**src/rtl/pll_lock_rst_ctrl.sv**
```systemverilog
// Reset/lock sequencer for the baseband PLL: pulses pll_rst, qualifies extlock as stable,
// then releases the system reset after a settling delay. Retries on timeout, re-sequences on loss.
module pll_lock_rst_ctrl #(
  parameter int unsigned PLL_RST_CYCLES = 16,
  parameter int unsigned LOCK_TIMEOUT   = 65536,
  parameter int unsigned LOCK_STABLE    = 1024,
  parameter int unsigned RELEASE_DELAY  = 256,
  parameter int unsigned MAX_RETRIES    = 7,
  parameter int unsigned CNT_W          = 17
) (
  input  logic       refclk,
  input  logic       reset,
  input  logic       extlock,
  input  logic       soft_rst_req,
  output logic       pll_rst,
  output logic       sys_rst_out,
  output logic       pll_ready,
  output logic       fail,
  output logic [3:0] retry_cnt,
  output logic [2:0] state_o
);

  typedef enum logic [2:0] {
    StPllRst   = 3'd0,
    StWaitLock = 3'd1,
    StStable   = 3'd2,
    StRelease  = 3'd3,
    StRun      = 3'd4,
    StFail     = 3'd5
  } state_e;

  localparam logic [CNT_W-1:0] PllRstLast  = CNT_W'(PLL_RST_CYCLES - 1);
  localparam logic [CNT_W-1:0] TimeoutLast = CNT_W'(LOCK_TIMEOUT - 1);
  localparam logic [CNT_W-1:0] StableLast  = CNT_W'(LOCK_STABLE - 1);
  localparam logic [CNT_W-1:0] ReleaseLast = CNT_W'(RELEASE_DELAY - 1);
  localparam logic [3:0]       MaxRetries  = 4'(MAX_RETRIES);

  state_e           state_q, state_d;
  logic [CNT_W-1:0] cnt_q, cnt_d;
  logic [3:0]       retry_q, retry_d;
  logic [1:0]       sync_q;
  logic             pll_rst_q, pll_rst_d;
  logic             sys_rst_q, sys_rst_d;
  logic             ready_q, ready_d;
  logic             fail_q, fail_d;
  logic             restart;
  logic             lock_s;

  assign lock_s = sync_q[1];

  // extlock is asynchronous to refclk
  always_ff @(posedge refclk or posedge reset) begin
    if (reset) begin
      sync_q <= 2'b00;
    end else begin
      sync_q <= {sync_q[0], extlock};
    end
  end

  always_comb begin
    state_d = state_q;
    retry_d = retry_q;
    restart = 1'b0;
    if (soft_rst_req) begin
      state_d = StPllRst;
      retry_d = 4'd0;
      restart = 1'b1;
    end else begin
      case (state_q)
        StPllRst: begin
          if (cnt_q == PllRstLast) state_d = StWaitLock;
        end
        StWaitLock: begin
          if (lock_s) begin
            state_d = StStable;
          end else if (cnt_q == TimeoutLast) begin
            if (retry_q == MaxRetries) begin
              state_d = StFail;
            end else begin
              retry_d = retry_q + 4'd1;
              state_d = StPllRst;
            end
          end
        end
        StStable: begin
          // A lock glitch restarts the wait without charging a retry
          if (!lock_s) state_d = StWaitLock;
          else if (cnt_q == StableLast) state_d = StRelease;
        end
        StRelease: begin
          if (!lock_s) state_d = StPllRst;
          else if (cnt_q == ReleaseLast) state_d = StRun;
        end
        StRun: begin
          if (!lock_s) state_d = StPllRst;
        end
        StFail: begin
          state_d = StFail;
        end
        default: begin
          state_d = StPllRst;
        end
      endcase
    end

    if (state_d == StRun) retry_d = 4'd0;

    cnt_d = (restart || (state_d != state_q)) ? '0 : cnt_q + CNT_W'(1);

    // Outputs decode the next state so they change on the same edge as the state
    pll_rst_d = (state_d == StPllRst);
    sys_rst_d = (state_d != StRun);
    ready_d   = (state_d == StRun);
    fail_d    = (state_d == StFail);
  end

  always_ff @(posedge refclk or posedge reset) begin
    if (reset) begin
      state_q   <= StPllRst;
      cnt_q     <= '0;
      retry_q   <= 4'd0;
      pll_rst_q <= 1'b1;
      sys_rst_q <= 1'b1;
      ready_q   <= 1'b0;
      fail_q    <= 1'b0;
    end else begin
      state_q   <= state_d;
      cnt_q     <= cnt_d;
      retry_q   <= retry_d;
      pll_rst_q <= pll_rst_d;
      sys_rst_q <= sys_rst_d;
      ready_q   <= ready_d;
      fail_q    <= fail_d;
    end
  end

  assign pll_rst     = pll_rst_q;
  assign sys_rst_out = sys_rst_q;
  assign pll_ready   = ready_q;
  assign fail        = fail_q;
  assign retry_cnt   = retry_q;
  assign state_o     = state_q;

endmodule

```
**config.mk**
```make
export PLATFORM = sky130hd
export DESIGN_NAME = pll_lock_rst_ctrl
export DESIGN_NICKNAME = d
export VERILOG_FILES = /design/src/rtl/pll_lock_rst_ctrl.sv
export SDC_FILE = /design/constraint.sdc
export NUM_CORES = 1
export LEC_CHECK = 0
export BUFFER_PORTS_ARGS = -buffer_cell sky130_fd_sc_hd__buf_2
export CAP_MARGIN = 30
export CELL_PAD_IN_SITES_DETAIL_PLACEMENT = 1
export CELL_PAD_IN_SITES_GLOBAL_PLACEMENT = 2
export CORE_MARGIN = 3
export CORE_UTILIZATION = 38
export DETAILED_ROUTE_END_ITERATION = 16
export GPL_TIMING_DRIVEN = 0
export PLACE_DENSITY = 0.83
export SYNTH_ARGS = -nofsm -noshare
export SYNTH_HDL_FRONTEND = slang
export SYNTH_SLANG_ARGS = --single-unit
```
**constraint.sdc**
```tcl
create_clock -name refclk -period 3.2 [get_ports refclk]
set_clock_uncertainty 0.1 [all_clocks]
set_input_delay 0.48 -clock refclk [delete_from_list [all_inputs] [get_ports refclk]]
set_output_delay 0.48 -clock refclk [all_outputs]
set_load 0.03 [all_outputs]
```
Word-level counts from Yosys, hierarchy flattened
Cells that the tools add are included.
W data, S select, Z words.
{"block": "totals", "ff_bits": 30}
{"block": "op_classes", "n_reduce_logical": 6, "n_mux": 19, "addsub": 2, "n_eq_ne": 16}
{"operator": "$mux W3", "n": 10}
{"operator": "$mux W4", "n": 6}
{"operator": "$pmux W3 S6", "n": 1}
{"operator": "$add A17 B1 Y17 const B", "n": 1}
{"operator": "$eq A17 B10 Y1 const B", "n": 1}
{"operator": "$eq A17 B16 Y1 const B", "n": 1}
{"operator": "$eq A17 B4 Y1 const B", "n": 1}
{"operator": "$eq A17 B8 Y1 const B", "n": 1}
{"operator": "$mux W17", "n": 1}
{"operator": "$eq A3 B3 Y1 const B", "n": 4}
{"operator": "$eq A3 B2 Y1 const B", "n": 2}
{"operator": "$logic_not A3 Y1", "n": 2}
{"operator": "$ne A3 B3 Y1 const B", "n": 2}
{"operator": "$reduce_bool A3 Y1", "n": 2}
{"operator": "$add A4 B1 Y4 const B", "n": 1}
{"operator": "$eq A4 B3 Y1 const B", "n": 1}
{"operator": "$reduce_and A4 Y1", "n": 1}
{"operator": "$eq A3 B1 Y1 const B", "n": 1}
{"operator": "$ne A3 B2 Y1 const B", "n": 1}
{"operator": "$ne A3 B3 Y1", "n": 1}
{"operator": "$logic_or A1 B1 Y1", "n": 1}
{"operator": "$mux W1", "n": 1}

Longest topological paths before layout
{"block": "logic_depth", "word_depth": 9, "mapped_depth": 11, "ltp_nobuf": 10}

Least setup slack after synthesis
No wires, ideal clock.
{"block": "synth_timing", "kind": "register to register", "startpoint": "register cnt_q[0]", "endpoint": "register cnt_q[10]", "path_buffers": 1, "path_stages_with_launch": 11, "period_less_slack_ns": 2.557, "arrival_ns": 2.335, "required_time_ns": 2.977, "setup_slack_ns": 0.643, "cell_sequence": "dfrtp_1 ha_1 nand3_1 nor3_1 and3_1 ha_1 a21oi_1 or3_1 a31oi_4 buf_4 nor3_2"}
{"block": "synth_between", "elab_chain_cells": 8, "word_cells_on_any_way": 17}
{"element": "start: declaration", "line_no": "39", "text": "logic [CNT_W-1:0] cnt_q, cnt_d;"}
{"element": "start signal: assignment", "line_no": "128", "text": "cnt_q <= cnt_d;"}
{"element": "$eq A17 B8 Y1 (tied with other cells)", "line_no": "92", "text": "else if (cnt_q == ReleaseLast) state_d = StRun;"}
{"element": "$mux W3 (on tied branches)", "line_no": "92, 76, 88"}
{"element": "$mux W3 (on tied branches)", "line_no": "91, 74, 87"}
{"element": "$pmux W3 S6", "line_no": "69", "text": "case (state_q)"}
{"element": "$mux W3", "line_no": "64", "text": "if (soft_rst_req) begin"}
{"element": "$ne A3 B3 Y1", "line_no": "108", "text": "cnt_d = (restart || (state_d != state_q)) ? '0 : cnt_q + CNT_W'(1);"}
{"element": "$logic_or A1 B1 Y1", "line_no": "108"}
{"element": "$mux W17 (*)", "line_no": "108"}
{"element": "via cnt_d[10]", "line_no": "39"}
The timed path passes the listed nets; every way through them passes the cells marked *.
A chain may end at the register's enable or synchronous reset.

Worst setup path in the final report
{"block": "layout_timing", "startpoint": "register cnt_q[0]", "endpoint": "register cnt_q[15]"}
The elaborated chain is that of the path after synthesis.

==> qor.yml <==
status: "finished, final reports clean"
rsz0062_at_grt: "no"
regArea_um2: 753
drv_slew: 0
cp-startpoint: "cnt_q[0]$_DFF_PP0_"
peakVddDrop_uv: 244
synthesis.area_um2: 1640
yosys.area.top_type_share: 0.428
dr.first_iter.drc_count: 39
rows: 23
fmax_mhz: 340
ys_seq_area_frac: 0.461
ys_ff_latch: 30
clock-sinks: 30
p_leak_nw: 0.830
start_kind: "register"
crit_buf_inv: 1
syn_inst: 151
final_nets: 179
path_cells: "ha_1 > nand3_1 > nor3_2 > and3_1 > ha_1 > a21oi_1 > or3_1 > a31oi_4 > buf_4 > nor3_2"
p_per_area_nw_per_um2: 431
synthDistinctLibCells: 45
grt_pass1_vias: 1348
critPathKind: "reg2reg"
yosys_warnings: 0
avgRoutedWirePerCell_um: 17.2
syn_area_per_cell_um2: 10.8
synth.area.top_cells: "dfrtp_1, nor3_2, xnor2_1"
path_delay_family: "simple AND/OR/NAND/NOR gates"
dp_hpwl_um: 2840
grt_pass1_wl_um: 6750
fillers: 462
min_period_ns: 2.94
die_h_um: 71.6
arrival_ns: 3.01
worstSkewPairLatency_ns: 0.29
clock_path_buffers: 2
cts_root_buf: "clkbuf_8"
multi_input_area_um2: 837
routed.top_layer: "met4"
endpoint_kind: "register"
hold_class: "in2async"
tightest_slew_ns: 0.593
grt_max_degree: 19
tns_ns: 0
boundaryPins: 15
synth_edf_count: 0
slew_headroom: 0.602
max_stage_delay_ns: 0.42
power_uw: 823
die_x_um: 71.6
via_count: 1238
io_buffers: 13
wirelength_met1_um: 1670
firstDrtPassIters: 4
synth_nets: 158
finalCritPeriodShare: 0.918
hold_violations: 0
yosys.area.top_type: "dfrtp_1"
start_util: 0.400
via_per_inst: 5.55
grt.overflow.total: 0
yosys_most_used_dff: "dfrtp_1"
max-cap-violations: 0
ctsHtreeMaxLevel: 2
remaining_drc_errors: 0
die-area_um2: 5130
drive_gt1_frac: 0.254
path_max_fanout: 10
synth-async-reset-ratio: 1.00
cts_made_buffers: 5
layout_common_cells: "dfrtp_1, buf_2, nor3_1, nor3_2, xnor2_1"
wirelength_um: 3850
cts_setup_buffers: 0
wl_met2_um: 1990
reg2reg_from: "cnt_q[0]$_DFF_PP0_"
diodes: 0
tritoncts: "built"
ant_nets: 0
core_um2: 4090
worstPathRequired_ns: 3.27
cts-resized-gates: 0
grt_antenna_before_repair: 0
route.met3.wl_um: 117
clk_pin_slew_ns: 0.07
grt_use_total: 0.175
crit_path_top_delay_cell: "or3_1"
ctsHoldBuffers: 0
setup_viol: 0
place_congestion: 0.739
area_delta_synth_final_pct: 16.9
final_common_cell: "dfrtp_1"
## cell type report
class,count,area share
clock inverters,1,0.0157
flip-flops and latches,30,0.394
inverters,5,0.00982
clock buffers,7,0.0452
plain buffers,5,0.0164
well taps,50,0.0327
multi-input cells,111,0.438
repair buffers,14,0.0484
## worst paths after layout
path,depth (start not counted),slack (ns),to
max,10,0.26,cnt_q[15]$_DFF_PP0_
min,2,0.15,cnt_q[10]$_DFF_PP0_
max reg2reg,10,0.26,cnt_q[15]$_DFF_PP0_
min reg2reg,0,0.25,sync_q[1]$_DFF_PP0_
max in group asynchronous,3,2.28,sys_rst_out$_DFF_PP1_
min in group refclk,1,0.20,sync_q[0]$_DFF_PP0_
## cell usage after synthesis (3+ instances only)
cell type	count
nor3_1	15
nor2_1	7
ha_1	3
xnor2_1	9
and3_1	6
inv_1	5
nor3_2	10
xor2_1	8
nand2_1	7
nand4_1	6
a21oi_1	3
dfrtp_1	28
nor3b_1	3
## power breakdown
group | leakage (nW) | switching, mW | internal, mW
Combinational | 0.366 | 0.0222 | 0.0123
Sequential | 0.405 | 0.00400 | 0.384
Clock | 0.0585 | 0.147 | 0.254
## cells by family (layout without fill, tap and decap cells)
kind of cell               after synthesis  count (layout)  share of synthesized area
adders and majority gates                3               3                     0.0230
buffers and inverters                   10              32                     0.0306
muxes                                    1               1                    0.00612
xor gates and xnor gates                17              17                     0.0911
AOI/OAI and AO/OA                       17              17                     0.0888
and+or+nand+nor                         73              73                      0.300
DFF                                     30              30                      0.461
## metal layers
layer | vias up | GRT usage
li1 | 591 | -
met1 | 626 | 0.205
met2 | 15 | 0.290
met3 | 6 | 0.0575
met4 | 0 | 0.0772
met5 | - | 0
## stage by stage
stage	std cells	setup slack [ns]	cell area, um2	util	hold WS (ns)
2_1_floorplan	151	0.643	1640	-	0.231
3_3_place_gp	214	0.189	1760	0.431	0.237
3_5_place_dp	215	0.0876	1790	0.438	0.239
4_1_cts	223	0.0655	1910	0.467	0.147
5_1_grt	223	0.0557	1910	0.468	0.171
6_report	223	0.261	1910	0.468	0.147
## registers in the layout, indices dropped and copies added, names as in the netlist
| signal | flops |
|---|---|
| pll_ready | 1 |
| sys_rst_out | 1 |
| sync_q | 2 |
| pll_rst | 1 |
| cnt_q | 17 |
| retry_cnt | 4 |
| state_o | 3 |
| fail | 1 |
(Power assumes the default switching activity.)
